`config.mk`:
```
export PLATFORM = sky130hd
export DESIGN_NAME = pid_incr
export DESIGN_NICKNAME = d
export VERILOG_FILES = /design/src/rtl/pid_incr.sv
export SDC_FILE = /design/constraint.sdc
export NUM_CORES = 1
export LEC_CHECK = 0
export ABC_AREA = 1
export ABC_CLOCK_PERIOD_IN_PS = 3800
export BUFFER_PORTS_ARGS = -buffer_cell sky130_fd_sc_hd__buf_2
export CAP_MARGIN = 20
export CORE_ASPECT_RATIO = 1.1
export CORE_MARGIN = 1
export CORE_UTILIZATION = 35
export DETAILED_ROUTE_END_ITERATION = 6
export PLACE_DENSITY = 0.53
export SETUP_SLACK_MARGIN = 0.02
export SLEW_MARGIN = 0
export SYNTH_ARGS = -nofsm -noshare
export SYNTH_HDL_FRONTEND = slang
export SYNTH_SLANG_ARGS = --single-unit
```
`constraint.sdc`:
```
create_clock -name clk -period 3.8 [get_ports clk]
set_input_delay 0.38 -clock clk [delete_from_list [all_inputs] [get_ports clk]]
set_output_delay 0.38 -clock clk [all_outputs]
set_load 0.05 [all_outputs]
```
`src/rtl/pid_incr.sv`:
```
// pid_incr: incremental (velocity-form) PID controller with shift-based gains,
// a programmable update prescaler and output clamping. Each prescaler tick
// runs IDLE -> DIFF -> SUM -> CLAMP and produces one clamped control word.
// Define PID_DERIV_EN to build the derivative (second-difference) term.
module pid_incr #(
  parameter int W     = 16,
  parameter int DIV_W = 16,
  parameter int SH_W  = 4
) (
  input  logic                clk,
  input  logic                reset,
  input  logic                clr,
  input  logic                en,
  input  logic [DIV_W-1:0]    div,
  input  logic signed [W-1:0] e_in,
  input  logic [SH_W-1:0]     kp_sh,
  input  logic [SH_W-1:0]     ki_sh,
  input  logic [SH_W-1:0]     kd_sh,
  input  logic signed [W-1:0] u_min,
  input  logic signed [W-1:0] u_max,
  output logic signed [W-1:0] u_out,
  output logic                u_valid,
  output logic                sat,
  output logic                overrun
);

`ifdef PID_DERIV_EN
  localparam int AW = W + 4;
`else
  localparam int AW = W + 3;
`endif

  // All-ones shift code switches a term off entirely.
  localparam logic [SH_W-1:0] SH_OFF = '1;

  typedef enum logic [1:0] {IDLE, DIFF, SUM, CLAMP} state_t;

  state_t                state_q, state_d;
  logic [DIV_W-1:0]      cnt_q, cnt_d;
  logic signed [W-1:0]   e_s_q, e_s_d;
  logic signed [W-1:0]   e1_q, e1_d;
  logic signed [W:0]     d1_q, d1_d;
  logic signed [AW-1:0]  acc_q, acc_d;
  logic signed [W-1:0]   u_out_q, u_out_d;
  logic                  u_valid_q, u_valid_d;
  logic                  sat_q, sat_d;
  logic                  overrun_q, overrun_d;
  logic                  tick;

`ifdef PID_DERIV_EN
  logic signed [W-1:0]   e2_q, e2_d;
  logic signed [W+1:0]   d2_q, d2_d;
  logic signed [AW-1:0]  d_x;
`else
  logic                  unused_kd;
  assign unused_kd = ^kd_sh;
`endif

  logic signed [AW-1:0]  p_x, i_x, u_x, lo_x, hi_x;
  logic signed [AW-1:0]  p_term, i_term, d_term, sum;

  assign u_out   = u_out_q;
  assign u_valid = u_valid_q;
  assign sat     = sat_q;
  assign overrun = overrun_q;

  // Prescaler: free-running while en, one tick every div+1 cycles.
  always_comb begin
    cnt_d = cnt_q;
    tick  = 1'b0;
    if (en) begin
      if (cnt_q >= div) begin
        cnt_d = '0;
        tick  = 1'b1;
      end else begin
        cnt_d = cnt_q + 1'b1;
      end
    end
    if (clr) begin
      cnt_d = '0;
    end
  end

  // Gain terms: sign-extend to accumulator width, then floor-shift (or zero).
  always_comb begin
    p_x    = {{(AW-W-1){d1_q[W]}}, d1_q};
    i_x    = {{(AW-W){e_s_q[W-1]}}, e_s_q};
    u_x    = {{(AW-W){u_out_q[W-1]}}, u_out_q};
    lo_x   = {{(AW-W){u_min[W-1]}}, u_min};
    hi_x   = {{(AW-W){u_max[W-1]}}, u_max};
    p_term = '0;
    i_term = '0;
    d_term = '0;
    if (kp_sh != SH_OFF) begin
      p_term = p_x >>> kp_sh;
    end
    if (ki_sh != SH_OFF) begin
      i_term = i_x >>> ki_sh;
    end
`ifdef PID_DERIV_EN
    d_x = {{(AW-W-2){d2_q[W+1]}}, d2_q};
    if (kd_sh != SH_OFF) begin
      d_term = d_x >>> kd_sh;
    end
`endif
    sum = u_x + p_term + i_term + d_term;
  end

  // Update pipeline and flags; clr overrides everything.
  always_comb begin
    state_d   = state_q;
    e_s_d     = e_s_q;
    e1_d      = e1_q;
    d1_d      = d1_q;
    acc_d     = acc_q;
    u_out_d   = u_out_q;
    u_valid_d = 1'b0;
    sat_d     = sat_q;
    overrun_d = overrun_q;
`ifdef PID_DERIV_EN
    e2_d      = e2_q;
    d2_d      = d2_q;
`endif
    case (state_q)
      IDLE: begin
        if (tick) begin
          e_s_d   = e_in;
          state_d = DIFF;
        end
      end
      DIFF: begin
        d1_d = {e_s_q[W-1], e_s_q} - {e1_q[W-1], e1_q};
`ifdef PID_DERIV_EN
        d2_d = {{2{e_s_q[W-1]}}, e_s_q} - {e1_q[W-1], e1_q, 1'b0}
             + {{2{e2_q[W-1]}}, e2_q};
`endif
        state_d = SUM;
      end
      SUM: begin
        acc_d   = sum;
        state_d = CLAMP;
      end
      default: begin
        // Inverted limits resolve to u_min.
        if ((u_min > u_max) || (acc_q < lo_x)) begin
          u_out_d = u_min;
          sat_d   = 1'b1;
        end else if (acc_q > hi_x) begin
          u_out_d = u_max;
          sat_d   = 1'b1;
        end else begin
          u_out_d = acc_q[W-1:0];
          sat_d   = 1'b0;
        end
`ifdef PID_DERIV_EN
        e2_d = e1_q;
`endif
        e1_d      = e_s_q;
        u_valid_d = 1'b1;
        state_d   = IDLE;
      end
    endcase
    // A tick that finds an update in flight is dropped and flagged.
    if (tick && (state_q != IDLE)) begin
      overrun_d = 1'b1;
    end
    if (clr) begin
      state_d   = IDLE;
      e_s_d     = '0;
      e1_d      = '0;
      d1_d      = '0;
      acc_d     = '0;
      u_out_d   = '0;
      u_valid_d = 1'b0;
      sat_d     = 1'b0;
      overrun_d = 1'b0;
`ifdef PID_DERIV_EN
      e2_d      = '0;
      d2_d      = '0;
`endif
    end
  end

  // State registers with asynchronous reset.
  always_ff @(posedge clk or posedge reset) begin
    if (reset) begin
      state_q   <= IDLE;
      cnt_q     <= '0;
      e_s_q     <= '0;
      e1_q      <= '0;
      d1_q      <= '0;
      acc_q     <= '0;
      u_out_q   <= '0;
      u_valid_q <= 1'b0;
      sat_q     <= 1'b0;
      overrun_q <= 1'b0;
`ifdef PID_DERIV_EN
      e2_q      <= '0;
      d2_q      <= '0;
`endif
    end else begin
      state_q   <= state_d;
      cnt_q     <= cnt_d;
      e_s_q     <= e_s_d;
      e1_q      <= e1_d;
      d1_q      <= d1_d;
      acc_q     <= acc_d;
      u_out_q   <= u_out_d;
      u_valid_q <= u_valid_d;
      sat_q     <= sat_d;
      overrun_q <= overrun_d;
`ifdef PID_DERIV_EN
      e2_q      <= e2_d;
      d2_q      <= d2_d;
`endif
    end
  end

endmodule

```
* Word-level counts from Yosys, hierarchy flattened
Index checks and enable logic that the tools add are counted.
** Storage, ports and cells
- Register bits after elaboration :: 105
- Input bits :: 80
** Cells by class
- Add/sub/neg operators :: 4
- Order comparisons :: 4
- Equal/unequal tests :: 6
- Shift operators :: 2
- Mux-type cells :: 31
- Reduce and logical (&&, ||, !) cells :: 12
** Operators by type and width (count)
- $mux W16 :: 12
- $mux W19 :: 4
- $mux W17 :: 2
- $add A16 B19 Y19 :: 1
- $add A19 B19 Y19 :: 1
- $gt A19 B16 Y1 :: 1
- $lt A19 B16 Y1 :: 1
- $sshr A16 B4 Y19 :: 1
- $sshr A17 B4 Y19 :: 1
- $sub A16 B16 Y17 :: 1
- $add A16 B1 Y16 const B :: 1
- $ge A16 B16 Y1 :: 1
- $gt A16 B16 Y1 :: 1
- $reduce_bool A2 Y1 :: 7
- $mux W1 :: 10
- $ne A4 B4 Y1 const B :: 2
- $pmux W2 S3 :: 1
- $mux W2 :: 2
- $ne A3 B3 Y1 const B :: 1
- $reduce_or A3 Y1 :: 1
- $eq A2 B1 Y1 const B :: 1
- $eq A2 B2 Y1 const B :: 1
- $logic_not A2 Y1 :: 1
- $ne A2 B1 Y1 const B :: 1
- other kinds (3) :: 3

* Logic depth before layout (Yosys ltp)
- Depth after elaboration :: 6
- Gate-level depth with buffers :: 22

* Least setup slack after synthesis
No wires, ideal clock.
- Path type :: input-to-reg
- Start point :: input kp_sh[0]
- End point :: register acc_q[15]
- Library setup time :: 0.123 ns
- Arrival time :: 3.571 ns
- Required time :: 3.677 ns
- Path slack :: 0.106 ns
- Stages :: 21
- Path buffers :: 2
- Cell sequence :: buf_2 clkbuf_1 nand2_1 o21ai_0 o21ai_0 or2_2 o211ai_1 o211ai_1 fa_1 inv_1 ha_1 inv_1 fa_1 o21ai_0 nand4_1 nand4_1 nand2_1 nand3_1 a21oi_1 o21ai_0 nand2_1
** Between the ends
- Cells in the longest elaborated chain, start to end :: 6
- Elaborated cells on any way between the ends :: 7
- Those cells by class :: add/sub (2); eq/ne (1); shift (1); mux (3)
** Ends and longest elaborated chain
- from (decl) :: line 16 : input logic [SH_W-1:0] kp_sh,
- $sshr A17 B4 Y19 / $ne A4 B4 Y1 (equally long branches) :: line 95, 94
- $mux W19 * :: line 94 : if (kp_sh != SH_OFF) begin
- $add A16 B19 Y19 * :: line 106 : sum = u_x + p_term + i_term + d_term;
- $add A19 B19 Y19 * :: line 106
- $mux W19 * :: line 124 : case (state_q)
- $mux W19 * :: line 167 : if (clr) begin
- to (signal assigned) :: line 192 : acc_q <= '0;
- to (signal assigned) :: line 207 : acc_q <= acc_d;
- to (decl) :: line 43 : logic signed [AW-1:0] acc_q, acc_d;
Every way passes the cells marked *; elsewhere a longest branch is shown, timed or not. The select of a mux whose other input is x is not followed.
A chain may end at the register's enable or synchronous reset.

* Worst setup path after layout
- Start point :: register e_s_q[8]
- End point :: register acc_q[10]
** Between the ends
- Cells in the longest elaborated chain, start to end :: 5
** Ends and longest elaborated chain
- from (decl) :: line 40 : logic signed [W-1:0] e_s_q, e_s_d;
- from (signal assigned) :: line 204 : e_s_q <= e_s_d;
- $sshr A16 B4 Y19 :: line 98 : i_term = i_x >>> ki_sh;
- $mux W19 :: line 97 : if (ki_sh != SH_OFF) begin
- $add A19 B19 Y19 :: line 106
- $mux W19 :: line 124
- $mux W19 :: line 167
Every way passes these cells. The select of a mux whose other input is x is not followed.

==> results.cfg <==
[logic_synthesis]
async_flop_share_pct = 100.0
synth_area_mm2 = 0.009792
ys_warn_count = 0
yosys.area_share.simple_pct = 27.17
seq_area_frac_synth_pct = 26.83
synthCells = 1426
ys_types = 47
avgSynthCellArea_um2 = 6.867
synthAdderAreaFrac_pct = 17.56
synthXorXnorAreaFrac_pct = 1.699
synth_top_family_by_area = simple AND/OR/NAND/NOR gates
synthMuxAreaShare_pct = 1.329
syn_nets = 1632
synth-compound-area-share_pct = 16.39
ys_ff_latch = 105
synth_edf_count = 0
synth_flop_cell = dfrtp_1

[final_layout]
layout_common_cells = 462 x nand2_1, 176 x inv_1, 127 x o21ai_0
stdcell_count = 1908
finalInstanceArea_mm2 = 0.01127
final_common_cell = nand2_1
drive_gt1_share_pct = 12.26
final_nets = 1751
nFillCells = 2943
area_growth_pct = 15.09
final_util_pct = 41.44

[sta]
rsz0062_at_grt = false
hold_violations = 0
final.setup.tns_ns = 0
setup_viol = 0
min_period_ns = 3.599
timing.fmax_ghz = 0.2778
fin_skew_ns = 0.01616
worstMarginPinSlew_ns = 0.8627
final-max-slew-violation-count = 0
relSlewSlack_pct = 42.35
final.period_utilization_pct = 94.71

[floorplanning]
die_w_um = 161.5
die_h_um = 177.4
start_util_pct = 36.01
rows = 63
die_area_mm2 = 0.02865
fp.coreArea_mm2 = 0.02719
io_pins = 99

[critical_path]
rrSetupSlack_ns = 0.20
ff2ff_path_depth = 16
cp_slowest_stage_delay_ns = 0.45
path_class = flip-flop to flip-flop
start_kind = flip-flop
crit_path_top_delay_cell = fa_1
cp_data_arrival_time_ns = 3.85
crit_top_cell = nand2_1
crit_path_end = acc_q[10]$_DFFE_PP0P_
path_cells = inv_1, o21ai_0, mux2i_1, mux2i_1, nand2_1, a21oi_1, fa_1, ha_1, nand2_1, nor2_1, nand2_1, nand2_1, a31oi_1, or2_2, nand3_1, nand2_1
r2r-end = acc_q[10]$_DFFE_PP0P_
reg2reg_from = e_s_q[8]$_DFFE_PP0P_
startpoint = e_s_q[8]$_DFFE_PP0P_
crit_required_ns = 4.05
cp-end-kind = flip-flop
crit_fanout = 4

[clock_network]
worst_skew_pair.late_latency_ns = 0.37
clk_pin_slew_worst_paths_ns = 0.09
holdBufCountCts = 0
cts_sinks = 105
cts_inserted_buffers = 9
clockBufferDepth = 2
cts-root-buf = clkbuf_16
cts.htree.levels = 3
cts_tree = yes

[status]
status = complete, no violations

[global_routing]
grtUsageTotal_pct = 20.48
antenna_found_initial = 1
grt_start_max_net_pins = 67
grt_overflow = 0
grt_pass1_wl_um = 46160
grt_pass1_vias = 9042

[routing]
post_drt_wl_per_cell_um = 14.83
vias = 9405
drc = 0
postRouteAntennaNets = 0
totalWireLength_um = 28290
viasPerCell = 4.929
first_iter_violations = 458
drt-pass1-iter-count = 6

[power]
powerDensity_mw_per_mm2 = 545.2
p_leak_uw = 0.006034
vdd_drop_max_v = 0.0002400

[placement]
gp_congestion = 0.8590
dp.cells = 1888
dpl_cell_area_mm2 = 0.01092
io_buffers = 94
hpwl_um = 23280

[run]
cap_violations = 0

[worst_hold_path]
min_path_type = primary input to async pin
==> registers in the layout, indices dropped and copies added (netlist names) <==
signal and cells:
acc_q 19, d1_q 17, cnt_q 16, e1_q 16, e_s_q 16, u_out 16
state_q 2, overrun 1, sat 1, u_valid 1
==> cell usage after synthesis, types with 8 or more instances <==
library cell / count / area (um^2)
nor2_1: 65 / 244.0
inv_1: 177 / 664.4
xor2_1: 12 / 105.1
dfrtp_1: 105 / 2628
nand3_1: 64 / 320.3
buf_2: 10 / 50.05
clkbuf_1: 26 / 97.59
fa_1: 19 / 380.4
ha_1: 107 / 1339
o22ai_1: 25 / 156.4
mux2i_1: 13 / 130.1
nor3_1: 14 / 70.07
o21bai_1: 8 / 60.06
a21oi_1: 93 / 465.5
o21ai_0: 137 / 685.7
nand2_1: 462 / 1734
nand4_1: 18 / 112.6
==> stage by stage <==
step	power (uW)	hold WS, ns	setup WS [ns]
6_report	6144	0.1721	0.2009
5_1_grt	6747	0.2515	0.02481
4_1_cts	6179	0.2167	0.1156
3_5_place_dp	5136	0.4769	-0.08965
3_3_place_gp	5094	0.4691	-0.05813
2_1_floorplan	4085	0.4537	0.1059
==> how the worst min path moves through the flow <==
stage / to / slack (ns)
floorplan: d1_q[0]$_DFFE_PP0P_ / 0.45
global placement: sat$_DFFE_PP0P_ / 0.47
detailed placement: sat$_DFFE_PP0P_ / 0.48
CTS: cnt_q[7]$_DFFE_PP0P_ / 0.22
global route: cnt_q[2]$_DFFE_PP0P_ / 0.25
finish: cnt_q[2]$_DFFE_PP0P_ / 0.17
==> cell type report <==
| type | instances | area (um^2) | area share, % |
|---|---|---|---|
| inverters | 180 | 678.2 | 6.018 |
| repair buffers | 152 | 905.9 | 8.038 |
| clock buffers | 9 | 225.2 | 1.998 |
| flip-flops and latches | 105 | 2629 | 23.33 |
| diodes | 1 | 2.502 | 0.02220 |
| clock inverters | 7 | 95.09 | 0.8438 |
| multi-input cells | 1097 | 6287 | 55.79 |
| well taps | 357 | 446.7 | 3.964 |
==> kinds of logic (layout without fill, tap and decap cells) <==
family | count (synthesis) | after routing
compound gates | 295 | 295
xor+xnor | 19 | 19
fa+ha+maj | 126 | 126
buf+inv | 224 | 348
flops | 105 | 105
mux | 13 | 13
other cells | 0 | 1
simple gates | 644 | 644
==> worst max-delay path, delay by kind of cell, from the launching register on <==
kind                     cells  cell delay (ns)
AND/OR/NAND/NOR              8             1.02
adder cells (fa/ha/maj)      2             0.82
AO/OA/AOI/OAI                3             0.65
multiplexers                 2             0.47
flip-flops                   1             0.43
buffers and inverters        1             0.09
==> timing repair <==
action / in CTS / in global routing
buffers inserted: 0 / 3
resized for setup: 0 / 13
endpoints found under the setup margin: 0 / 11
==> per-layer routing <==
| metal | track usage, % | vias up | wire [um] |
|---|---|---|---|
| met5 | 0 | - | 0 |
| met4 | 5.031 | 0 | 487 |
| met3 | 2.430 | 34 | 1015 |
| met2 | 38.15 | 181 | 14240 |
| met1 | 24.84 | 4258 | 12550 |
| li1 | - | 4932 | - |
==> power by group <==
group,internal (uW),total (uW),switching [uW]
combinational,1300,3480,2180
sequential,1360,1640,276
clock,533,1030,492
No activity file was read; power rests on OpenSTA's default activity.
